**src/rtl/cv32e41s_sffr_mon_pkg.sv**
```systemverilog
// Shared types and default parameters for the sffr integrity monitor.
package cv32e41s_sffr_mon_pkg;

  typedef enum logic [1:0] {
    OK      = 2'b00,
    SUSPECT = 2'b01,
    FATAL   = 2'b10
  } sffr_state_e;

  localparam int unsigned SFFR_WIDTH  = 32;
  localparam int unsigned SFFR_THRESH = 3;
  localparam int unsigned SFFR_CNT_W  = 8;

  // The run counter only has to hold values up to THRESH-1.
  function automatic int unsigned run_width(input int unsigned thresh);
    return (thresh > 1) ? $clog2(thresh) : 1;
  endfunction

endpackage

```
**src/rtl/cv32e41s_sffr_mon_cmp.sv**
```systemverilog
// Registered primary/shadow compare stage. With CV32E41S_SFFR_MON_SYNDROME_EN
// defined it also captures the first mismatching bit pattern.
module cv32e41s_sffr_mon_cmp
  import cv32e41s_sffr_mon_pkg::*;
#(
  parameter int unsigned WIDTH = SFFR_WIDTH
) (
  input  logic             clk,
  input  logic             rst,
  input  logic             en_i,
  input  logic [WIDTH-1:0] q_i,
  input  logic [WIDTH-1:0] qs_i,
`ifdef CV32E41S_SFFR_MON_SYNDROME_EN
  input  logic             clr_i,
  output logic [WIDTH-1:0] syndrome_o,
`endif
  output logic             mis_q
);

  logic [WIDTH-1:0] diff;
  logic             any_diff;

  // The shadow bank is stored inverted, so a healthy bit XORs to 0 against ~qs.
  for (genvar gi = 0; gi < int'(WIDTH); gi++) begin : g_diff
    assign diff[gi] = q_i[gi] ^ ~qs_i[gi];
  end

  assign any_diff = |diff;

  always_ff @(posedge clk) begin
    if (rst) begin
      mis_q <= 1'b0;
    end else begin
      mis_q <= en_i & any_diff;
    end
  end

`ifdef CV32E41S_SFFR_MON_SYNDROME_EN
  logic [WIDTH-1:0] syndrome_reg;
  logic             captured_reg;

  always_ff @(posedge clk) begin
    if (rst || clr_i) begin
      syndrome_reg <= '0;
      captured_reg <= 1'b0;
    end else if (!captured_reg && en_i && any_diff) begin
      syndrome_reg <= diff;
      captured_reg <= 1'b1;
    end
  end

  assign syndrome_o = syndrome_reg;
`endif

endmodule

```
**src/rtl/cv32e41s_sffr_mon.sv**
```systemverilog
// Integrity monitor for a hardened flip-flop bank and its inverted shadow.
// Optional syndrome capture port enabled by CV32E41S_SFFR_MON_SYNDROME_EN.
module cv32e41s_sffr_mon
  import cv32e41s_sffr_mon_pkg::*;
#(
  parameter int unsigned WIDTH  = SFFR_WIDTH,
  parameter int unsigned THRESH = SFFR_THRESH,
  parameter int unsigned CNT_W  = SFFR_CNT_W
) (
  input  logic             clk,
  input  logic             rst,
  input  logic             en_i,
  input  logic [WIDTH-1:0] q_i,
  input  logic [WIDTH-1:0] qs_i,
  input  logic             clr_i,
  input  logic             alert_ack_i,
  output logic             alert_req_o,
  output logic             alert_major_o,
`ifdef CV32E41S_SFFR_MON_SYNDROME_EN
  output logic [WIDTH-1:0] syndrome_o,
`endif
  output logic [CNT_W-1:0] err_cnt_o
);

  localparam int unsigned         RUN_W    = run_width(THRESH);
  localparam logic [RUN_W-1:0]    RUN_LAST = RUN_W'(THRESH - 1);

  logic             mis_q;
  sffr_state_e      state_reg;
  logic [RUN_W-1:0] run_reg;
  logic             alert_req_reg;
  logic             alert_major_reg;
  logic [CNT_W-1:0] err_cnt_reg;
  logic             run_last;
  logic             alert_evt;

  cv32e41s_sffr_mon_cmp #(
    .WIDTH (WIDTH)
  ) u_cmp (
    .clk        (clk),
    .rst        (rst),
    .en_i       (en_i),
    .q_i        (q_i),
    .qs_i       (qs_i),
`ifdef CV32E41S_SFFR_MON_SYNDROME_EN
    .clr_i      (clr_i),
    .syndrome_o (syndrome_o),
`endif
    .mis_q      (mis_q)
  );

  assign run_last  = (run_reg == RUN_LAST);
  // Every mismatch seen in OK enters SUSPECT or FATAL; in SUSPECT only the
  // threshold-reaching one is a new event.
  assign alert_evt = mis_q & ((state_reg == OK) | ((state_reg == SUSPECT) & run_last));

  always_ff @(posedge clk) begin
    if (rst) begin
      state_reg       <= OK;
      run_reg         <= '0;
      alert_req_reg   <= 1'b0;
      alert_major_reg <= 1'b0;
    end else begin
      alert_req_reg <= alert_evt | (alert_req_reg & ~alert_ack_i);
      case (state_reg)
        OK: begin
          if (mis_q) begin
            if (THRESH == 1) begin
              state_reg       <= FATAL;
              alert_major_reg <= 1'b1;
            end else begin
              state_reg <= SUSPECT;
              run_reg   <= RUN_W'(1);
            end
          end else begin
            run_reg <= '0;
          end
        end
        SUSPECT: begin
          if (mis_q) begin
            if (run_last) begin
              state_reg       <= FATAL;
              alert_major_reg <= 1'b1;
            end else begin
              run_reg <= run_reg + 1'b1;
            end
          end else begin
            state_reg <= OK;
            run_reg   <= '0;
          end
        end
        FATAL: begin
          alert_major_reg <= 1'b1;
        end
        default: begin
          state_reg <= OK;
          run_reg   <= '0;
        end
      endcase
    end
  end

  // Clear takes priority over a same-cycle increment.
  always_ff @(posedge clk) begin
    if (rst || clr_i) begin
      err_cnt_reg <= '0;
    end else if (mis_q && (err_cnt_reg != {CNT_W{1'b1}})) begin
      err_cnt_reg <= err_cnt_reg + 1'b1;
    end
  end

  assign alert_req_o   = alert_req_reg;
  assign alert_major_o = alert_major_reg;
  assign err_cnt_o     = err_cnt_reg;

endmodule

```
**config.mk**
```make
export PLATFORM = sky130hd
export DESIGN_NAME = cv32e41s_sffr_mon
export DESIGN_NICKNAME = d
export VERILOG_FILES = /design/src/rtl/cv32e41s_sffr_mon_pkg.sv /design/src/rtl/cv32e41s_sffr_mon_cmp.sv /design/src/rtl/cv32e41s_sffr_mon.sv
export SDC_FILE = /design/constraint.sdc
export NUM_CORES = 1
export LEC_CHECK = 0
export CAP_MARGIN = 20
export CORE_UTILIZATION = 31
export DETAILED_ROUTE_END_ITERATION = 10
export PLACE_DENSITY = 0.8
export SLEW_MARGIN = 20
export SYNTH_ARGS = -nofsm -noshare
export SYNTH_HDL_FRONTEND = slang
export SYNTH_HIERARCHICAL = 1
export SYNTH_SLANG_ARGS = --single-unit
```
**constraint.sdc**
```tcl
create_clock -name clk -period 1.17 [get_ports clk]
set_input_delay 0.234 -clock clk [delete_from_list [all_inputs] [get_ports clk]]
set_output_delay 0.234 -clock clk [all_outputs]
set_load 0.01 [all_outputs]
```
==> impl_results.rst <==
.. list-table::
   :header-rows: 1

   * - Metric
     - Value
   * - Leakage power summed over all cells
     - 1.08 nW
   * - Sequential fraction of the synthesis area
     - 28.1%
   * - Post-synthesis instance area
     - 1070 µm²
   * - Most common cell in the synthesized netlist
     - xor2_1
   * - Pins Over Slew Limit
     - 0
   * - Total clock sinks
     - 15
   * - Unique masters post-synth
     - 32
   * - Endpoint of the worst-slack reg-to-reg timing path
     - err_cnt_o[0]$_SDFFE_PP0P_
   * - Total number of vias
     - 1297
   * - Global route total overflow
     - 0
   * - Share of synthesized registers carrying an async set or reset
     - 0%
   * - Post-route setup TNS
     - -0.00517 ns
   * - Final worst slack
     - -0.00517 ns
   * - Largest cells by area after synthesis
     - dfxtp_1 (28%), xor2_1 (27%), nand4_1 (5.8%)
   * - Flip-flop cell with the highest count after synthesis
     - dfxtp_1
   * - Post-layout minimum cycle time
     - 1.18 ns
   * - Number of buffers on the longest clock path
     - 2
   * - Setup slack, reg-to-reg
     - -0.005 ns
   * - Diodes inserted
     - 0
   * - Largest family of logic cells by synthesized area
     - XOR/XNOR gates
   * - Number of logic stages on the critical path including buffering
     - 3
   * - Area of all placed cells without fillers
     - 2120 µm²
   * - Library cell contributing the largest single delay on the critical path
     - or3_2
   * - Number of cells produced by synthesis
     - 122
   * - Number of nets produced by synthesis
     - 193
   * - Synthesized-area fraction occupied by and/or/nand/nor cells
     - 23.5%
   * - Switch share
     - 27.1%
   * - Kind of end point of the critical path
     - flip-flop
   * - Synth top cells by count
     - xor2_1 (33), dfxtp_1 (15), a21oi_1 (10), nand4_1 (10), nand2_1 (7)
   * - Largest register FFs
     - 8
   * - Worst slack after detailed placement
     - -0.444 ns
   * - Post-synthesis share of cell area spent on full adders, half adders and majority gates
     - 2.34%
   * - Vias in the first global route
     - 1379
   * - Quantity of hold-fixing buffers added after cts
     - 0
   * - Die X
     - 60.7 µm
   * - Worst slew margin relative to its limit
     - 82.1%
   * - Largest net degree at the start of global routing
     - 10
   * - Synthesized area divided by synthesized cell count
     - 8.77 µm²
   * - Number of violations of the max-capacitance limit
     - 0
   * - Required @ worst endpoint
     - 1.39 ns
   * - Violated checks
     - negative setup slack
   * - Count of flip-flops with a built-in enable after synthesis
     - 0
   * - Count of nets left with antenna violations after detail routing
     - 0
   * - Global-route usage over all layers
     - 21.4%
   * - Largest fanout on the critical path
     - 5
   * - Worst IR drop on VDD
     - 300 µV
   * - Cell area power density
     - 557 nW/µm²
   * - Worst hold path startpoint
     - clr_i
   * - Hold WC Path Type
     - in -> reg
   * - Proportion of netlist area held by the largest area contributor
     - 28.1%
   * - Routability cong.
     - 0.936
   * - Layout-stage area growth over the synthesis result
     - 98.5%
   * - Flop pwr share
     - 44.6%
   * - Detailed Place HPWL
     - 2760 µm
   * - Number of search-and-repair iterations in the first detailed-routing pass
     - 6
   * - NumNets Final
     - 287
   * - Final WL
     - 3520 µm
   * - Design internal power
     - 0.862 mW
   * - Hold Path End
     - err_cnt_o[0]$_SDFFE_PP0P_
   * - Number of cell rows
     - 20
   * - Number of H-tree levels
     - 1
   * - Core outline area
     - 3150 µm²
   * - Final period util
     - 100%
   * - Yosys top cell by area
     - dfxtp_1
   * - CTS tree
     - yes
   * - Worst flop-to-flop path startpoint
     - err_cnt_o[0]$_SDFFE_PP0P_
   * - Vias per cell
     - 5.01
   * - Max Freq
     - 851 MHz
   * - Largest delay share family, worst path
     - simple AND/OR/NAND/NOR gates
   * - Clk slew on worst S/H paths
     - 0.09 ns
   * - Placed inst area
     - 1980 µm²
   * - Share of power burned in combinational logic
     - 28.9%
   * - Crit path launch type
     - flip-flop
   * - Arrival time reported for the critical path endpoint
     - 1.39 ns
   * - Switching power
     - 0.321 mW
   * - Number of buffers created by CTS
     - 3
   * - Worst reg-to-reg path cell count
     - 3
   * - Fin. Hold Viols
     - 0
   * - Detailed router's first-iteration violation count
     - 45
   * - Critical path buffer and inverter count
     - 1
   * - Worst Path Class, Setup
     - reg -> reg
   * - Total DRC errors in the routed layout
     - 0
   * - Worst-margin pin slew
     - 0.266 ns
   * - Total number of yosys warnings
     - 6
   * - Vertical extent of the die
     - 60.7 µm
   * - Final number of setup-violating endpoints
     - 1
   * - Complex-gate fraction of the synthesized area
     - 13.8%
   * - Fraction of layout cells with a size suffix above 1
     - 25.1%
   * - Number of antenna violations at the first check in global routing
     - 0
   * - Starting density of the core
     - 33.9%
   * - Setup repair after global routing missed its margin
     - true
   * - Proportion of synthesized area in mux cells
     - 1.87%
   * - Power consumption
     - 1.18 mW
   * - Cells along the critical path
     - buf_4, or3_2, mux2i_1
   * - Post-synthesis register bit count
     - 15
   * - Count of input and output buffers
     - 78
   * - Wire length of the first global-routing pass
     - 5710 µm
   * - Setup clock skew after layout
     - 0.00651 ns
   * - Clock share of power
     - 26.5%
   * - Insertion delay of the later-clocked pin in the worst-skew pair
     - 0.30 ns
   * - Result of the run
     - complete, but fails checks
   * - Largest stage delay on the critical path
     - 0.46 ns
   * - Full die area
     - 3690 µm²
   * - I/O pin count
     - 79
   * - Clock root buffer
     - clkbuf_4
   * - Average wire per cell in the routed design
     - 13.6 µm
   * - Cell depth of the worst min-delay path
     - 3
   * - Post-Synth XOR/XNOR Area
     - 27.0%
==> power by group through the flow <==
stage	logic (mW)	registers, mW	clock network [mW]
floorplan	0.117	0.539	0
CTS	0.354	0.528	0.325
detailed placement	0.395	0.542	0
finish	0.343	0.527	0.313
global placement	0.383	0.541	0
global route	0.374	0.529	0.350
==> timing repair <==
action | in CTS | in global routing
gates resized for setup | 65 | 53
endpoints found under the hold margin | 0 | 0
buffers inserted | 1 | 1
pin swaps | 34 | 22
endpoints found under the setup margin | 19 | 22
==> metal layers <==
metal	up-vias	share of wire [%]	GRT usage, %
li1	628	-	-
met1	585	33	20.5
met2	68	55	42.1
met3	16	7.3	5.12
met4	0	4.7	10.4
met5	-	0	0
==> layout by cell type, fill, tap and decap left out, drive strengths merged, types with 2 or more instances in the layout <==
cell | netlist | layout
nor4 | 3 | 3
mux2i | 2 | 2
a21oi | 10 | 10
a211oi | 3 | 3
nand2b | 6 | 6
clkdlybuf4s50 | 0 | 5
clkbuf | 0 | 10
a31oi | 2 | 2
and4 | 2 | 2
o21ai | 2 | 2
dlymetal6s2s | 0 | 25
nand4 | 10 | 10
buf | 4 | 15
clkdlybuf4s15 | 0 | 3
dlygate4sd2 | 0 | 38
nor2 | 2 | 2
nand3 | 2 | 2
nand2 | 7 | 7
ha | 2 | 2
nand4b | 2 | 2
inv | 2 | 2
nor3 | 2 | 2
xor2 | 33 | 33
dfxtp | 15 | 15
and3 | 2 | 2
or3 | 2 | 2
==> worst register-to-register path: stages (launching register included) <==
cell and delay [ns]:
dfxtp_4 0.37, buf_4 0.13, or3_2 0.46, mux2i_1 0.14
==> layout make-up <==
class                   instances  area (µm²)
fillers                       281        1030
repair buffers                 93         877
multi-input cells             101         838
flip-flops and latches         15         318
well taps                      44        55.1
clock buffers                   3        22.5
inverters                       2        7.51
clock inverters                 1        5.00
==> how the worst max path moves through the flow <==
stage,from,endpoint
floorplan,err_cnt_o[3]$_SDFFE_PP0P_,err_cnt_o[0]$_SDFFE_PP0P_
global placement,qs_i[10],u_cmp/mis_q$_SDFF_PP0_
detailed placement,qs_i[10],u_cmp/mis_q$_SDFF_PP0_
CTS,err_cnt_o[0]$_SDFFE_PP0P_,err_cnt_o[0]$_SDFFE_PP0P_
global route,err_cnt_o[5]$_SDFFE_PP0P_,err_cnt_o[6]$_SDFFE_PP0P_
finish,err_cnt_o[0]$_SDFFE_PP0P_,err_cnt_o[0]$_SDFFE_PP0P_
==> kinds of logic after synthesis <==
family / after synthesis
buf+inv: 6
simple gates: 42
mux: 2
flops: 15
xor+xnor: 33
fa+ha+maj: 2
compound gates: 22
==> stage by stage <==
step | util [%] | cells | hold WS (ns)
2_1_floorplan | - | 122 | 0.363
3_3_place_gp | 62.9 | 253 | 0.442
3_5_place_dp | 62.9 | 253 | 0.456
4_1_cts | 63.9 | 258 | 0.467
5_1_grt | 67.3 | 259 | 0.311
6_report | 67.3 | 259 | 0.323
(Power assumes the default switching activity.)
